**config.mk**
```make
export PLATFORM = sky130hd
export DESIGN_NAME = tm1638_key_reader
export DESIGN_NICKNAME = d
export VERILOG_FILES = /design/src/rtl/tm1638_pkg.sv /design/src/rtl/tm1638_bit_timer.sv /design/src/rtl/tm1638_key_reader.sv
export SDC_FILE = /design/constraint.sdc
export NUM_CORES = 1
export LEC_CHECK = 0
export ABC_AREA = 1
export ABC_CLOCK_PERIOD_IN_PS = 1450
export CAP_MARGIN = 20
export CORE_ASPECT_RATIO = 1.75
export CORE_MARGIN = 10
export CORE_UTILIZATION = 52
export CTS_BUF_LIST = sky130_fd_sc_hd__clkbuf_8 sky130_fd_sc_hd__clkbuf_16
export CTS_CLUSTER_DIAMETER = 200
export DETAILED_ROUTE_END_ITERATION = 8
export GPL_TIMING_DRIVEN = 0
export PLACE_DENSITY = 0.82
export SLEW_MARGIN = 20
export SYNTH_ARGS = -nofsm -noshare
export SYNTH_HDL_FRONTEND = slang
export SYNTH_SLANG_ARGS = --single-unit
export TNS_END_PERCENT = 20
```
**constraint.sdc**
```tcl
create_clock -name clk_50M -period 1.45 [get_ports clk_50M]
set_input_delay 0.145 -clock clk_50M [delete_from_list [all_inputs] [get_ports clk_50M]]
set_output_delay 0.145 -clock clk_50M [all_outputs]
set_load 0.005 [all_outputs]
```
**src/rtl/tm1638_pkg.sv**
```systemverilog
// Shared definitions for the TM1638 key reader and display writer.
// Holds the command byte, FSM encoding, default timing and the key-map helper.
package tm1638_pkg;

    localparam logic [7:0] CMD_READ_KEYS = 8'h42;
    localparam int         CLK_DIV_DEF   = 25;
    localparam int         TWAIT_DEF     = 100;

    // Each scanned byte carries two keys, at these bit positions.
    localparam int         KEY_BIT_LO    = 0;
    localparam int         KEY_BIT_HI    = 4;

    typedef enum logic [2:0] {
        ST_IDLE,
        ST_STB_SETUP,
        ST_CMD,
        ST_WAIT,
        ST_READ,
        ST_STB_HOLD,
        ST_DONE
    } state_t;

    function automatic logic [7:0] key_map(input logic [31:0] w_bytes);
        logic [7:0] k;
        k = '0;
        for (int i = 0; i < 4; i++) begin
            k[i]     = w_bytes[8*i + KEY_BIT_LO];
            k[i + 4] = w_bytes[8*i + KEY_BIT_HI];
        end
        return k;
    endfunction

endpackage

```
**src/rtl/tm1638_bit_timer.sv**
```systemverilog
// sclk phase and bit counter: each bit is CLK_DIV cycles low then CLK_DIV high.
// Counters clear whenever the timer is disabled, so every enable starts at bit 0.
module tm1638_bit_timer
    import tm1638_pkg::*;
#(
    parameter int CLK_DIV = CLK_DIV_DEF
) (
    input  logic       i_clk,
    input  logic       i_rst_n,
    input  logic       i_en,
    input  logic [5:0] i_nbits,
    output logic       o_sclk,
    output logic       o_sclk_fall,
    output logic       o_sclk_rise,
    output logic       o_bit_done,
    output logic       o_last,
    output logic [4:0] o_bit_idx
);

    localparam int PH_W = $clog2(2 * CLK_DIV);

    logic [PH_W-1:0] r_phase;
    logic [4:0]      r_bit;
    logic            w_wrap;

    assign w_wrap      = i_en && (r_phase == PH_W'(2 * CLK_DIV - 1));
    assign o_sclk      = !i_en || (r_phase >= PH_W'(CLK_DIV));
    assign o_sclk_fall = i_en && (r_phase == '0);
    assign o_sclk_rise = i_en && (r_phase == PH_W'(CLK_DIV));
    assign o_bit_done  = w_wrap;
    assign o_last      = ({1'b0, r_bit} == (i_nbits - 6'd1));
    assign o_bit_idx   = r_bit;

    always_ff @(posedge i_clk or negedge i_rst_n) begin
        if (!i_rst_n) begin
            r_phase <= '0;
            r_bit   <= '0;
        end else if (!i_en) begin
            r_phase <= '0;
            r_bit   <= '0;
        end else if (w_wrap) begin
            r_phase <= '0;
            r_bit   <= o_last ? 5'd0 : r_bit + 5'd1;
        end else begin
            r_phase <= r_phase + PH_W'(1);
        end
    end

endmodule

```
**src/rtl/tm1638_key_reader.sv**
```systemverilog
// One-shot TM1638 key scan: send the read command, wait, clock in 4 bytes
// and publish the 8 key states with a rising-edge mask on the done cycle.
module tm1638_key_reader
    import tm1638_pkg::*;
#(
    parameter int CLK_DIV = CLK_DIV_DEF,
    parameter int TWAIT   = TWAIT_DEF
) (
    input  logic       clk_50M,
    input  logic       reset_n,
    input  logic       start,
    output logic       busy,
    output logic       done,
    output logic [7:0] keys,
    output logic [7:0] key_rise,
    output logic       key_valid,
    output logic       stb,
    output logic       sclk,
    output logic       dio_out,
    output logic       dio_oe,
    input  logic       dio_in
);

    localparam int DLY_W = 16;

    state_t          r_state, w_next;
    logic [DLY_W-1:0] r_dly;
    logic            w_en, w_sclk, w_fall, w_rise, w_bit_done, w_last;
    logic [4:0]      w_bit_idx;
    logic [5:0]      w_nbits;
    logic [31:0]     w_cmd_word;
    logic [1:0]      r_sync;
    logic            r_rise_d;
    logic [31:0]     r_shift;
    logic            r_dio, w_dio;
    logic [7:0]      r_keys, r_key_rise, w_new_keys;
    logic            r_key_valid;

    assign w_en       = (r_state == ST_CMD) || (r_state == ST_READ);
    assign w_nbits    = (r_state == ST_READ) ? 6'd32 : 6'd8;
    assign w_cmd_word = {24'h0, CMD_READ_KEYS};
    assign w_new_keys = key_map(r_shift);

    tm1638_bit_timer #(.CLK_DIV(CLK_DIV)) u_timer (
        .i_clk       (clk_50M),
        .i_rst_n     (reset_n),
        .i_en        (w_en),
        .i_nbits     (w_nbits),
        .o_sclk      (w_sclk),
        .o_sclk_fall (w_fall),
        .o_sclk_rise (w_rise),
        .o_bit_done  (w_bit_done),
        .o_last      (w_last),
        .o_bit_idx   (w_bit_idx)
    );

    always_ff @(posedge clk_50M or negedge reset_n) begin
        if (!reset_n) r_state <= ST_IDLE;
        else          r_state <= w_next;
    end

    always_comb begin
        w_next = r_state;
        case (r_state)
            ST_IDLE:      if (start) w_next = ST_STB_SETUP;
            ST_STB_SETUP: if (r_dly == DLY_W'(CLK_DIV - 1)) w_next = ST_CMD;
            ST_CMD:       if (w_bit_done && w_last) w_next = ST_WAIT;
            ST_WAIT:      if (r_dly == DLY_W'(TWAIT - 1)) w_next = ST_READ;
            ST_READ:      if (w_bit_done && w_last) w_next = ST_STB_HOLD;
            ST_STB_HOLD:  if (r_dly == DLY_W'(CLK_DIV - 1)) w_next = ST_DONE;
            ST_DONE:      w_next = ST_IDLE;
            default:      w_next = ST_IDLE;
        endcase
    end

    // dio_out is loaded only on the sclk-fall cycle and held for the rest of the bit.
    always_comb begin
        busy    = (r_state != ST_IDLE);
        done    = (r_state == ST_DONE);
        stb     = (r_state == ST_IDLE) || (r_state == ST_DONE);
        sclk    = w_sclk;
        dio_oe  = (r_state == ST_CMD);
        w_dio   = 1'b0;
        if (r_state == ST_CMD)
            w_dio = w_fall ? w_cmd_word[w_bit_idx] : r_dio;
        dio_out = w_dio;
    end

    assign keys      = r_keys;
    assign key_rise  = r_key_rise;
    assign key_valid = r_key_valid;

    // r_rise_d plus the 2-flop synchronizer land the sample on dio_in as seen at the sclk rise.
    always_ff @(posedge clk_50M or negedge reset_n) begin
        if (!reset_n) begin
            r_dly       <= '0;
            r_sync      <= '0;
            r_rise_d    <= 1'b0;
            r_shift     <= '0;
            r_dio       <= 1'b0;
            r_keys      <= '0;
            r_key_rise  <= '0;
            r_key_valid <= 1'b0;
        end else begin
            r_dly      <= (w_next != r_state || r_state == ST_IDLE) ? '0 : r_dly + DLY_W'(1);
            r_sync     <= {r_sync[0], dio_in};
            r_rise_d   <= w_rise && (r_state == ST_READ);
            r_dio      <= w_dio;
            r_key_rise <= '0;
            if (r_rise_d)
                r_shift <= {r_sync[1], r_shift[31:1]};
            if (r_state == ST_STB_HOLD && w_next == ST_DONE) begin
                r_keys      <= w_new_keys;
                r_key_rise  <= w_new_keys & ~r_keys;
                r_key_valid <= 1'b1;
            end
        end
    end

endmodule
```
==> impl_metrics.ini, run 1 <==
[cells_and_area]
antenna_cells = 0
fin_cells = 584
drive_above_1_share_pct = 26.0
final_area_sq_um = 4970
finalNetCount = 509
fillCellCount = 474
post-route-util_pct = 71.4
syn_to_final_growth_pct = 32.8

[clock_tree]
clock-sinks = 83
clock_path_buffers = 2
cts_tree = done
root_buffer = clkbuf_16
clkTransAtPathRegs_ns = 0.06
h-tree-depth = 3
clk_latency_ns = 0.34
cts-buffers-inserted = 9

[placement]
dp_cells = 529
post_dp_cell_area_sq_um = 4140
io_buffer_count = 26
gp_congestion = 0.937
post-dp-hpwl_um = 5280

[critical_path]
rr_worst_depth = 14
setup.worst_path.start_class = flip-flop
endpoint_kind = output port
crit_type = flip-flop to output port
cp.arrival_ns = 1.70
cp_max_fo = 3
cp.required_ns = 1.31

[timing]
rsz0062_at_grt = yes
setup-tns-final_ns = -6.95
tightest_slew_ns = 0.483
relSlewSlack_pct = 67.8
fmax_mhz = 542
finalCritPeriodShare_pct = 127
min_period_ns = 1.84
finalSetupViolCount = 45
fin_ws_ns = -0.394
fin_skew_ns = 0.00449
drv_slew = 0
hold_viol = 0

[power]
combPwrFrac_pct = 1.3
power_frac_clock_pct = 49.9
internal_power_uw = 3820
leakagePower_uw = 0.00241
p_seq_share_pct = 48.8
finalPower_uw = 4760
peakVddDrop_mv = 0.662
power_density_nw_per_um2 = 957
swShare_pct = 19.6
switchingPower_uw = 934

[yosys]
yosysWarnings = 0
synth-seq-area-share_pct = 55.5
async_flop_share_pct = 100
syn_inst = 418
synth_flop_cell = dfrtp_1
synth_edf_count = 0
syn_area_sq_um = 3740
synth_area_per_cell_sq_um = 8.95
netlist-cell-type-count = 30
synth_seq_cells = 83
synth_nets = 431

[die]
die_x_um = 84.1
initial_core_util_pct = 53.8
num_rows = 40
die_h_um = 132
core_sq_um = 6960
dieArea_sq_um = 11100
pin_count = 27

[grt]
grt_max_degree = 62
gr-total-overflow = 0
grt_pass1_vias = 3225
grt_pass1_wl_um = 14400
track_usage_pct = 15.5
antenna_found_initial = 0

[routing]
totalWireLength_um = 8600
via_per_inst = 5.29
drc_errors = 0
drt_iter0_markers = 235
routedWlPerCell_um = 14.7
dr_total_vias = 3087
antenna_left = 0
dr.pass1.iters = 4

[outcome]
status = finished with violations
failed_checks = setup timing

[job]
cap_viol_max_count = 0

[worst_hold_path]
hold_path_class = input port to flip-flop
hold_depth = 1
[worst paths after layout]
path,from,endpoint,slack [ns]
hold / removal,dio_in,r_sync[0]$_DFF_PN0_,0.24
hold reg to reg,r_sync[0]$_DFF_PN0_,r_sync[1]$_DFF_PN0_,0.35
setup / recovery,u_timer.r_phase[1]$_DFF_PN0_,dio_out,-0.39
min in group asynchronous,reset_n,key_rise[1]$_DFF_PN0_,0.25
max in group asynchronous,reset_n,r_state[1]$_DFF_PN0_,0.60
setup reg to reg,r_dly[1]$_DFF_PN0_,r_dly[11]$_DFF_PN0_,-0.38
[stage by stage]
step / hold WS (ns) / setup slack, ns
2_1_floorplan: -0.151 / -0.0646
3_3_place_gp: 0.334 / -2.56
3_5_place_dp: 0.0697 / -0.554
4_1_cts: 0.237 / -0.344
5_1_grt: 0.253 / -0.511
6_report: 0.242 / -0.394
[cell usage after synthesis (all sizes together) (2+ instances only)]
master / number / area (sq um)
o21ai: 24 / 120
ha: 9 / 113
nand3: 25 / 125
xor2: 9 / 78.8
inv: 53 / 199
clkbuf: 7 / 26.3
nand2: 79 / 324
dfrtp: 83 / 2080
nor2: 81 / 357
buf: 2 / 27.5
xnor2: 4 / 35.0
nor3: 7 / 46.3
nand4: 5 / 46.3
a21oi: 20 / 100
o22ai: 3 / 18.8
[critical path, cell delays in order (launching register included)]
cell	delay (ns)
dfrtp_1	0.40
inv_2	0.11
ha_4	0.16
nand2_4	0.05
nor3_4	0.20
o21ai_1	0.09
a31oi_1	0.20
buf_2	0.16
[cells by family (layout without fill, tap and decap cells)]
kind of cell / Yosys count / count (layout) / share of synthesized area [%]
buffers and inverters: 62 / 144 / 6.75
AOI/OAI and AO/OA: 51 / 51 / 7.19
adders and majority gates: 9 / 9 / 3.01
xor gates and xnor gates: 13 / 13 / 3.04
and+or+nand+nor: 200 / 200 / 24.5
DFF: 83 / 83 / 55.5
[power groups by stage]
stage	Clock [uW]	Sequential, uW	Combinational, uW
floorplan	0	2360	0.00104
global placement	0	2360	51.9
detailed placement	0	2360	63.0
CTS	2410	2320	64.9
global route	2500	2320	71.0
finish	2380	2320	60.9
[layer usage]
metal,GRT usage [%],up-vias,part of all wire [%]
met2,27.7,84,54
met4,8.50,0,2.8
met5,0,-,0
met3,4.02,21,4.8
met1,15.6,1505,38
li1,-,1477,-
[cells in the final DEF, fill, tap and decap left out, types with 3 or more instances in the layout]
cell type / synthesis / final
dfrtp_1: 83 / 79
nand2_1: 72 / 62
nor2_1: 66 / 56
inv_1: 49 / 46
buf_4: 1 / 33
nand3_1: 25 / 23
o21ai_0: 24 / 21
a21oi_1: 20 / 20
clkdlybuf4s50_1: 0 / 19
nor2_4: 3 / 14
nor2_2: 12 / 11
nand2_2: 5 / 10
xor2_1: 9 / 9
clkbuf_16: 0 / 9
inv_2: 4 / 8
buf_6: 0 / 8
nand2_4: 2 / 7
clkbuf_1: 7 / 6
ha_1: 9 / 5
xnor2_1: 4 / 4
nor3_1: 6 / 4
nand4_1: 4 / 4
dfrtp_2: 0 / 4
o22ai_1: 3 / 3
ha_2: 0 / 3
buf_2: 0 / 3
[registers in the layout, indices dropped and copies added, names as in the netlist]
signal             count
key_rise               8
key_valid              1
keys                   8
r_dio                  1
r_dly                 16
r_rise_d               1
r_shift               32
r_state                3
r_sync                 2
u_timer.o_bit_idx      5
u_timer.r_phase        6
[what timing repair did]
action,4_1_cts,5_1_grt
setup endpoints to repair,40,65
gates cloned,1,0
hold buffers,1,0
pin swaps,14,12
endpoints found under the hold margin,22,0
buffers inserted,29,10
resized for setup,50,42
[layout make-up]
type	instances	area, sq um	share of cell area, %
plain buffers	9	55.1	1.11
inverters	53	201	4.05
well taps	84	105	2.11
flip-flops and latches	83	2080	41.9
clock buffers	9	225	4.53
clock inverters	6	83.8	1.69
multi-input cells	273	1610	32.4
repair buffers	67	607	12.2
(Power assumes the default switching activity.)
==> run 2, diff against run 1 <==
--- a/config.mk
+++ b/config.mk
@@ -10,10 +10,11 @@
 export CAP_MARGIN = 20
 export CORE_ASPECT_RATIO = 1.75
 export CORE_MARGIN = 10
-export CORE_UTILIZATION = 52
+export CORE_UTILIZATION = 57
 export CTS_BUF_LIST = sky130_fd_sc_hd__clkbuf_8 sky130_fd_sc_hd__clkbuf_16
 export CTS_CLUSTER_DIAMETER = 200
 export DETAILED_ROUTE_END_ITERATION = 8
+export DONT_BUFFER_PORTS = 1
 export GPL_TIMING_DRIVEN = 0
 export PLACE_DENSITY = 0.82
 export SLEW_MARGIN = 20
==> run 2 against run 1 <==
Compared with the run above:
- count of clock-buffer cells in the layout stayed put
- sequential cell count unchanged
- the flow finishes with violations (hold timing, setup timing)
- worst hold slack worse by 0.74 ns
- via count is 4.6% lower
- wire length is 0.51% lower
- utilization is 2.8 points lower
- sequential power is essentially flat
- die area down 7.1%
- critical path type is now flip-flop to flip-flop
- cell count down 8.7%
- clock power hardly changed
- final area down 11%
==> impl_metrics.ini, run 2 (same netlist as run 1, synthesis figures left out) <==
[routing]
drc_errors = 0
drt_iter0_markers = 217
routedWlPerCell_um = 16.0
via_per_inst = 5.53
dr_total_vias = 2946
totalWireLength_um = 8550
dr.pass1.iters = 5
antenna_left = 0

[die]
pin_count = 27
die_h_um = 127
dieArea_sq_um = 10300
core_sq_um = 6440
num_rows = 39
die_x_um = 81.3
initial_core_util_pct = 58.1

[grt]
gr-total-overflow = 0
grt_max_degree = 84
antenna_found_initial = 1
track_usage_pct = 16.7
grt_pass1_vias = 2983
grt_pass1_wl_um = 13500

[timing]
rsz0062_at_grt = yes
finalCritPeriodShare_pct = 120
min_period_ns = 1.74
finalHoldWorstSlack_ns = -0.500
fmax_mhz = 574
hold_viol = 83
drv_slew = 0
tightest_slew_ns = 0.517
fin_ws_ns = -0.293
fin_skew_ns = 0.00527
finalSetupViolCount = 36
relSlewSlack_pct = 65.5

[placement]
gp_congestion = 0.882
post-place-ws_ns = -0.295
io_buffer_count = 0
post-dp-hpwl_um = 5380
post_dp_cell_area_sq_um = 3850

[critical_path]
crit_type = flip-flop to flip-flop
cp.arrival_ns = 2.02
endpoint_kind = flip-flop
setup.worst_path.start_class = flip-flop
cp.required_ns = 1.72
cp_max_fo = 10

[worst_hold_path]
hold_path_class = input port to asynchronous set/reset pin

[clock_tree]
h-tree-depth = 3
clock-sinks = 83
clkTransAtPathRegs_ns = 0.06
clock_path_buffers = 2
clk_latency_ns = 0.34
hold_buffers = 1
cts_tree = done
cts-buffers-inserted = 9
root_buffer = clkbuf_16

[power]
leakagePower_uw = 0.00217
power_density_nw_per_um2 = 1070
peakVddDrop_mv = 0.561

[cells_and_area]
largest_reg_flops = 32
finalNetCount = 458
final_area_sq_um = 4420
fillCellCount = 446
seq_area_sq_um = 2080
top_register = r_shift
layout_commonest_cell = dfrtp_1
multiInputGateArea_sq_um = 1550
syn_to_final_growth_pct = 18.2
layout_common_cells = dfrtp_1 (78), nand2_1 (67), nor2_1 (61)
reg_top3 = r_shift: 32 flops, r_dly: 16 flops
drive_above_1_share_pct = 20.7

[outcome]
status = finished with violations
failed_checks = hold timing, setup timing

[job]
cap_viol_max_count = 0
[run 2: final timing paths]
kind | start | to | slack (ns) | cells after the start
worst max-delay path | r_dly[1]$_DFF_PN0_ | r_dly[9]$_DFF_PN0_ | -0.29 | 13
worst min-delay path | reset_n | keys[7]$_DFFE_PN0P_ | -0.50 | 0
worst max register to register | r_dly[1]$_DFF_PN0_ | r_dly[9]$_DFF_PN0_ | -0.29 | 13
worst min register to register | r_sync[0]$_DFF_PN0_ | r_sync[1]$_DFF_PN0_ | 0.36 | 0
max in group asynchronous | reset_n | r_state[1]$_DFF_PN0_ | 1.82 | 0
min in group clk_50M | start | r_state[0]$_DFF_PN0_ | 0.20 | 3
[run 2: layout make-up]
class	instances	share of cell area, %
multi-input cells	273	35.0
well taps	82	2.32
repair buffers	16	2.77
clock buffers	9	5.09
flip-flops and latches	83	47.1
clock inverters	7	1.92
diodes	1	0.0566
inverters	53	4.50
plain buffers	9	1.30
[run 2: where the power goes]
| group | total (uW) | switching [uW] | leakage, uW | internal, uW |
|---|---|---|---|---|
| Combinational | 2.01 | 0.249 | 0.000891 | 1.76 |
| Sequential | 2320 | 0.840 | 0.00112 | 2320 |
| Clock | 2400 | 911 | 0.000158 | 1490 |
[run 2: timing repair]
item	CTS	global route
setup endpoints to repair	42	71
pin swaps	2	6
hold endpoints to repair	84	83
resized for setup	18	32
setup buffers	4	11
[run 2: critical path, stage by stage (launching register included)]
cell and delay, ns:
dfrtp_1 0.41, inv_2 0.09, ha_4 0.14, inv_2 0.03, nor2_1 0.08, nand2_1 0.07
nor2_1 0.09, nand2_1 0.10, nand2_2 0.11, nand4_4 0.11, nand2_2 0.11, nand2_4 0.09
buf_12 0.17, nor2_2 0.07
[run 2: stage by stage]
step	cells	utilization (%)	hold WS, ns	total power (uW)	setup TNS, ns
after detailed placement	500	59.8	-0.148	2360	-6.25
after global placement	500	59.8	-0.148	2360	-4.91
final	533	68.7	-0.500	4720	-5.59
after CTS	521	66.0	-0.509	4740	-5.40
after floorplan	418	-	-0.151	2360	-0.639
after global routing	533	68.7	-0.510	4820	-9.87
[run 2: layer usage]
metal / part of all wire (%) / GRT usage [%] / vias to the layer above
li1: - / - / 1366
met1: 35 / 16.2 / 1449
met2: 55 / 29.6 / 104
met3: 6.5 / 4.78 / 27
met4: 3.6 / 10.2 / 0
met5: 0 / 0 / -
==> run 3, diff against run 2 <==
--- a/config.mk
+++ b/config.mk
@@ -16,7 +16,7 @@
 export DETAILED_ROUTE_END_ITERATION = 8
 export DONT_BUFFER_PORTS = 1
 export GPL_TIMING_DRIVEN = 0
-export PLACE_DENSITY = 0.82
+export PLACE_DENSITY = 0.78
 export SLEW_MARGIN = 20
 export SYNTH_ARGS = -nofsm -noshare
 export SYNTH_HDL_FRONTEND = slang
==> run 3 against run 2 <==
Compared with the run above:
- the flow still finishes with violations (hold timing, setup timing)
- wire length fell by 11%
- total power is 5.4% lower
- register-to-register slack improved by 0.04 ns
- cell count shrank 0.94%
- worst setup slack better by 0.044 ns
- first-iteration DRC count is 3.2% lower
- via count is 5.7% lower
- global-route usage is 1.3 points lower
- critical path depth stayed put
- clock skew barely moved
- sequential cell count is the same
- count of clock-buffer cells in the layout is 1 higher
- largest cell class unchanged
- highest routed layer unchanged
==> impl_metrics.ini, run 3 (same netlist as run 1, synthesis figures left out) <==
[cells_and_area]
fillCellCount = 513
finalNetCount = 454
layout_commonest_cell = dfrtp_1
multiInputGateArea_sq_um = 1540
reg_top3 = r_shift: 32 flops, r_dly: 16 flops
layout_common_cells = dfrtp_1 (79), nand2_1 (67), nor2_1 (64)
antenna_cells = 0
syn_to_final_growth_pct = 17.2
drive_above_1_share_pct = 20.0
fin_cells = 528
seq_area_sq_um = 2080
top_register = r_shift
largest_reg_flops = 32
final_area_sq_um = 4390

[routing]
dr.pass1.iters = 4
totalWireLength_um = 7590
drt_iter0_markers = 210
antenna_left = 0
via_per_inst = 5.26
routedWlPerCell_um = 14.4
drc_errors = 0
dr_total_vias = 2778

[grt]
grt_max_degree = 84
gr-usage-met2_pct = 26.7
grt_use_met1_pct = 16.3
met3_usage_pct = 4.35
grt-busiest-layer = met2
grt_pass1_vias = 2853
antenna_found_initial = 0
grt_pass1_wl_um = 12800
gr-total-overflow = 0
track_usage_pct = 15.4

[placement]
post_dp_cell_area_sq_um = 3850
post-place-ws_ns = -0.317
gp_congestion = 0.847
dp_cells = 500
io_buffer_count = 0
post-dp-hpwl_um = 5150

[clock_tree]
cts-buffers-inserted = 9
clkTransAtPathRegs_ns = 0.06
root_buffer = clkbuf_16
hold_buffers = 1
h-tree-depth = 3
clock-sinks = 83
clk_latency_ns = 0.34
clock_path_buffers = 2
cts_tree = done

[timing]
fmax_mhz = 588
drv_slew = 0
finalSetupViolCount = 32
min_period_ns = 1.70
hold_viol = 83
tightest_slew_ns = 0.415
rsz0062_at_grt = yes
fin_ws_ns = -0.249
finalCritPeriodShare_pct = 117
relSlewSlack_pct = 72.3
fin_skew_ns = 0.00482
finalHoldWorstSlack_ns = -0.500

[critical_path]
cp_max_fo = 10
endpoint_kind = flip-flop
cp.arrival_ns = 1.97
path_common_cell = nand2_2
crit_type = flip-flop to flip-flop
cp.required_ns = 1.72
setup.worst_path.start_class = flip-flop
crit_chain = inv_1 -> ha_2 -> inv_2 -> nor2_1 -> nand2_1 -> nor2_2 -> nand2_2 -> nand2_2 -> nand4_4 -> nand2_2 -> nand2_4 -> buf_12 -> nor2_2
cpMaxStageDelayCell = dfrtp_1
max_stage_delay_ns = 0.40
reg2reg_slack_ns = -0.25

[die]
initial_core_util_pct = 58.1
die_h_um = 127
pin_count = 27
die_x_um = 81.3
num_rows = 39
core_sq_um = 6440
dieArea_sq_um = 10300

[job]
cap_viol_max_count = 0

[power]
leakagePower_uw = 0.00213
peakVddDrop_mv = 0.724
power_density_nw_per_um2 = 1020

[outcome]
status = finished with violations
failed_checks = hold timing, setup timing

[worst_hold_path]
hold_path_class = input port to asynchronous set/reset pin
## run 3: cell count changes in the layout (fill, tap and decap cells not counted), sizes merged
cell,before,now
bufinv,2,0
buf,17,13
clkbuf,16,17
clkinvlp,1,3
diode,1,0
inv,55,54
## run 3: routing by layer
layer | part of all wire [%] | wire [um] | vias to the layer above
met5 | 0 | 0 | -
met4 | 1.8 | 138 | 0
met3 | 5.8 | 443 | 11
met2 | 56 | 4220 | 63
met1 | 37 | 2790 | 1346
li1 | - | - | 1358
## run 3: critical path: cells and delay by family (launching register included)
| kind | cells | cell delay [ns] |
|---|---|---|
| and+or+nand+nor | 9 | 0.76 |
| buffers and inverters | 3 | 0.26 |
| adders and majority gates | 1 | 0.19 |
| DFF | 1 | 0.40 |
## run 3: path summary, 6_finish.rpt
| kind | from | endpoint | cells past startpoint |
|---|---|---|---|
| min in group clk_50M | start | r_state[0]$_DFF_PN0_ | 2 |
| min | reset_n | r_shift[1]$_DFFE_PN0P_ | 0 |
| max in group asynchronous | reset_n | r_dio$_DFF_PN0_ | 0 |
| max reg2reg | r_dly[0]$_DFF_PN0_ | r_dly[13]$_DFF_PN0_ | 13 |
| max | r_dly[0]$_DFF_PN0_ | r_dly[13]$_DFF_PN0_ | 13 |
| min reg2reg | r_sync[0]$_DFF_PN0_ | r_sync[1]$_DFF_PN0_ | 0 |
## run 3: cell type report
class / count / share of cell area (%)
flip-flops and latches: 83 / 47.5
multi-input cells: 273 / 35.1
clock buffers: 10 / 5.45
inverters: 53 / 4.54
repair buffers: 12 / 2.48
well taps: 82 / 2.34
plain buffers: 9 / 1.46
clock inverters: 6 / 1.11
## run 3: repair_timing
action                                  in CTS  in global routing
endpoints found under the setup margin      42                 78
pin swaps                                    1                  5
gates resized for setup                     15                 34
buffers inserted                             6                  5
hold endpoints to repair                    84                 83
## run 3: report_power, final
group	switching [uW]	total (uW)	internal (uW)
registers	0.728	2320	2320
clock network	928	2140	1220
logic	0.409	2.20	1.79
total	929	4470	3540
## run 3: through the flow
step	hold slack [ns]	TNS, ns	total power, uW	utilization [%]
after floorplan	-0.151	-0.639	2360	-
after CTS	-0.507	-5.32	4510	65.8
after global routing	-0.513	-8.53	4590	68.1
final	-0.500	-3.82	4470	68.1
after global placement	-0.147	-4.47	2360	59.8
after detailed placement	-0.147	-6.37	2360	59.8
==> patch 1: new RTL, config.mk and constraints of run 2 <==
`CLK_DIV_DEF`: 25 -> 50.
--- a/src/rtl/tm1638_pkg.sv
+++ b/src/rtl/tm1638_pkg.sv
@@ -3,7 +3,7 @@
 package tm1638_pkg;
 
     localparam logic [7:0] CMD_READ_KEYS = 8'h42;
-    localparam int         CLK_DIV_DEF   = 25;
+    localparam int         CLK_DIV_DEF   = 50;
     localparam int         TWAIT_DEF     = 100;
 
     // Each scanned byte carries two keys, at these bit positions.
Formal check against the unedited RTL: no difference found for any inputs over 10 cycles, from zero or initial values and one cycle with reset_n low; that may be too few to reach the edited logic, so the function may still have changed.
==> patch 1 against run 2 <==
- power rose by 2.5%
- worst setup slack got worse by 0.018 ns
- the run still ends with hold timing, setup timing left
- die area rose by 1.6%
- largest power group unchanged
- sequential cell count rose by 1
- design area rose by 5.9%
- global-route usage rose by 0.39 points
- routed wire length rose by 1.6%
- worst hold slack got worse by 0.011 ns
- via count fell by 0.10%
- area after synthesis rose by 2.0%
- highest routed layer unchanged
==> patch 1: results (changes against run 2) <==
* Share of synthesized area spent on multiplexers at 0.2949% (+0.29 points)
* Synth top area cells: dfrtp_1 55%, nand2_1 6.7%, nor2_1 4.9%
* First-pass GRT wire length at 13940 µm (+3.1%)
* DP HPWL at 5384 µm (about the same)
* Hold_ws at -0.5108 ns (-0.01125 ns)
* Cells after DPL at 494 (-1.2%)
* Power Clock at 2.49 mW (+4%)
* Slowest stage delay, CP at 0.45 ns (+0.04 ns)
* Syn avg cell area at 9.269 µm² (+3.5%)
* Final WS setup at -0.3109 ns (-0.01750 ns)
* Static Leak at 2.051 nW (-5.6%)
* Fraction of the mapped netlist area in adder cells at 2.621% (-0.39 points)
* Final setup violation count at 37 (+2.8%)
* Initial antenna violation count at 0 (-1)
* Failing checks: hold timing, setup timing
* Net Switching at 0.9374 mW (+2.8%)
* Setup Total Neg Slack at -7.168 ns (-1.579 ns)
* Starting DRT DRC Count at 170 (-22%)
* Final Hold Vio Count at 84 (+1.2%)
* Outcome: complete, but fails checks
* Share of cells above drive strength 1 at 24.17% (+3.5 points)
* Post-synth cell types at 34 (+13%)
* N_diodes at 0 (-1)
* Final Skew at 0.005641 ns (+0.0003688 ns)
* Gr usage total at 17.07% (+0.39 points)
## patch 1: final cells by class
type	instances	area [µm²]	area share, %
repair buffers	24	251.5	5.366
well taps	82	102.6	2.189
clock inverters	5	85.08	1.815
flip-flops and latches	84	2110	45.01
plain buffers	10	70.07	1.495
multi-input cells	266	1629	34.76
clock buffers	10	239.0	5.099
inverters	52	200.2	4.271
## patch 1: stage by stage
step / worst slack (ns) / hold slack (ns)
after floorplan: -0.08200 / -0.1506
final: -0.3109 / -0.5108
after global routing: -0.4178 / -0.5190
after CTS: -0.2769 / -0.5149
after detailed placement: -0.3067 / -0.1474
after global placement: -0.2621 / -0.1476
## patch 1: what timing repair did
action | 4_1_cts | 5_1_grt
hold endpoints to repair | 85 | 84
gates resized for setup | 30 | 31
cloned | 2 | 0
pin swaps | 11 | 9
setup endpoints to repair | 39 | 58
setup buffers | 8 | 13
## patch 1: final timing paths
check | startpoint | end | slack (ns) | depth (start not counted)
setup / recovery | r_dly[9]$_DFF_PN0_ | r_dly[11]$_DFF_PN0_ | -0.31 | 10
hold / removal | reset_n | r_shift[15]$_DFFE_PN0P_ | -0.51 | 0
setup reg to reg | r_dly[9]$_DFF_PN0_ | r_dly[11]$_DFF_PN0_ | -0.31 | 10
hold reg to reg | r_sync[0]$_DFF_PN0_ | r_sync[1]$_DFF_PN0_ | 0.35 | 0
max in group asynchronous | reset_n | r_dly[10]$_DFF_PN0_ | 1.82 | 0
min in group clk_50M | start | r_state[0]$_DFF_PN0_ | 0.07 | 2
## patch 1: metal layers
layer	vias to the layer above	GRT usage, %	part of all wire, %
met1	1436	17.58	36
met4	0	8.451	4.4
li1	1387	-	-
met3	35	4.775	5.3
met5	-	0	0
met2	85	30.12	54
==> patch 2: new RTL, config.mk and constraints of run 2 <==
Made on the original files. Register the output `done`, without a reset; this adds one clock of latency there. The other outputs are not delayed to match. Comments in the files are not updated.
--- a/src/rtl/tm1638_key_reader.sv
+++ b/src/rtl/tm1638_key_reader.sv
@@ -22,6 +22,8 @@
 );
 
     localparam int DLY_W = 16;
+
+    logic done_d;
 
     state_t          r_state, w_next;
     logic [DLY_W-1:0] r_dly;
@@ -76,7 +78,7 @@
     // dio_out is loaded only on the sclk-fall cycle and held for the rest of the bit.
     always_comb begin
         busy    = (r_state != ST_IDLE);
-        done    = (r_state == ST_DONE);
+        done_d  = (r_state == ST_DONE);
         stb     = (r_state == ST_IDLE) || (r_state == ST_DONE);
         sclk    = w_sclk;
         dio_oe  = (r_state == ST_CMD);
@@ -117,4 +119,8 @@
         end
     end
 
+    always_ff @(posedge clk_50M) begin
+        done <= done_d;
+    end
+
 endmodule
Formal check against the unedited RTL: same outputs for any inputs over 10 cycles, from zero or initial values and one cycle with reset_n low; that may be too few to reach the edited logic, so the function may still have changed.
==> patch 2 against run 2 <==
- design area is 1.8% higher
- routed wire length is 3.3% higher
- area after synthesis is 0.53% higher
- clock skew is 0.00052 ns higher
- global-route usage is 1.1 points higher
- utilization is 0.70 points higher
- clock power is 2% higher
- power is 1.4% higher
- sequential cell count is 1 higher
- critical endpoint is now r_dly[6]$_DFF_PN0_
- die area is 0.43% higher
- worst setup slack worse by 0.0090 ns
- first-iteration DRC count is 6.0% higher
- the flow still finishes with violations (hold timing, setup timing)
==> patch 2: results (changes against run 2) <==
* Cells after DPL at 501 (+0.20%)
* Post-synth cell types at 31 (+3.3%)
* # Post-CTS Setup Buffers at 13 (+9)
* Synth Area in XOR/XNOR at 3.026% (-0.016 points)
* Gr usage total at 17.78% (+1.1 points)
* Synth top area cells: dfrtp_1 55%, nand2_1 7.2%, nor2_1 6.6%
* DR WL/cell at 16.48 µm (+2.7%)
* First-pass GRT wire length at 14460 µm (+6.9%)
* N_diodes at 0 (-1)
* Static Leak at 2.194 nW (+0.99%)
* Mapped Nets at 432 (+0.23%)
* DP Worst Slack at -0.3056 ns (-0.01038 ns)
* GP Congestion at 0.8707 (-1.3%)
* CP Capture Point: r_dly[6]$_DFF_PN0_
* DR pass1 iterations at 4 (-1)
* Clock share of power at 50.9% (about the same)
* Failing checks: hold timing, setup timing
* Final setup violation count at 34 (-5.6%)
* Rel. slew slack at 65.45% (-0.066 points)
* Via count at 2974 (+0.95%)
* Vias in the first global route at 3089 (+3.6%)
* Final Hold Vio Count at 83 (unchanged)
* Hold_ws at -0.5010 ns (-0.001447 ns)
* Starting DRT DRC Count at 230 (+6.0%)
* Setup Total Neg Slack at -5.262 ns (+0.3271 ns)
* Asr flop ratio synth at 98.81% (-1.2 points)
* Seq/Total Area, Yosys at 55.74% (+0.24 points)
* Fin cells at 536 (+0.56%)
* Net Switching at 0.9004 mW (-1.3%)
* Max VDD drop at 0.6099 mV (+8.7%)
* DP HPWL at 5425 µm (+0.83%)
* Share of cells above drive strength 1 at 20.48% (-0.18 points)
* Compound-Gate Fraction of Synth Area at 7.150% (-0.038 points)
* Outcome: complete, but fails checks
* Post-DP Area at 3872 µm² (+0.52%)
* Syn avg cell area at 8.979 µm² (+0.29%)
* CP Max Fanout at 7 (-3)
* Final WS setup at -0.3024 ns (-0.008959 ns)
* Final Skew at 0.005793 ns (+0.0005206 ns)
patch 2: changes by cell type after synthesis, sizes merged:
cell,change
dfxtp,+1
patch 2: kinds of logic after synthesis:
group                      after synthesis
AOI/OAI and AO/OA                       51
xor gates and xnor gates                13
buffers and inverters                   62
and+or+nand+nor                        200
DFF                                     84
adders and majority gates                9
patch 2: layer usage:
| layer | GRT usage [%] | routed length (µm) | vias to the layer above |
|---|---|---|---|
| met5 | 0 | 0 | - |
| met4 | 11.98 | 416 | 0 |
| met3 | 5.267 | 529 | 30 |
| met2 | 29.52 | 4661 | 89 |
| met1 | 18.54 | 3223 | 1477 |
| li1 | - | - | 1378 |
patch 2: final cells by class:
cell class | instances | area [µm²]
fill | 427 | 1987
tap | 82 | 102.6
clock inverter | 6 | 78.83
sequential | 84 | 2102
buffer | 9 | 56.30
clock buffer | 10 | 239.0
inverter | 53 | 201.4
multi-input combinational | 273 | 1556
timing repair buffer | 19 | 166.4
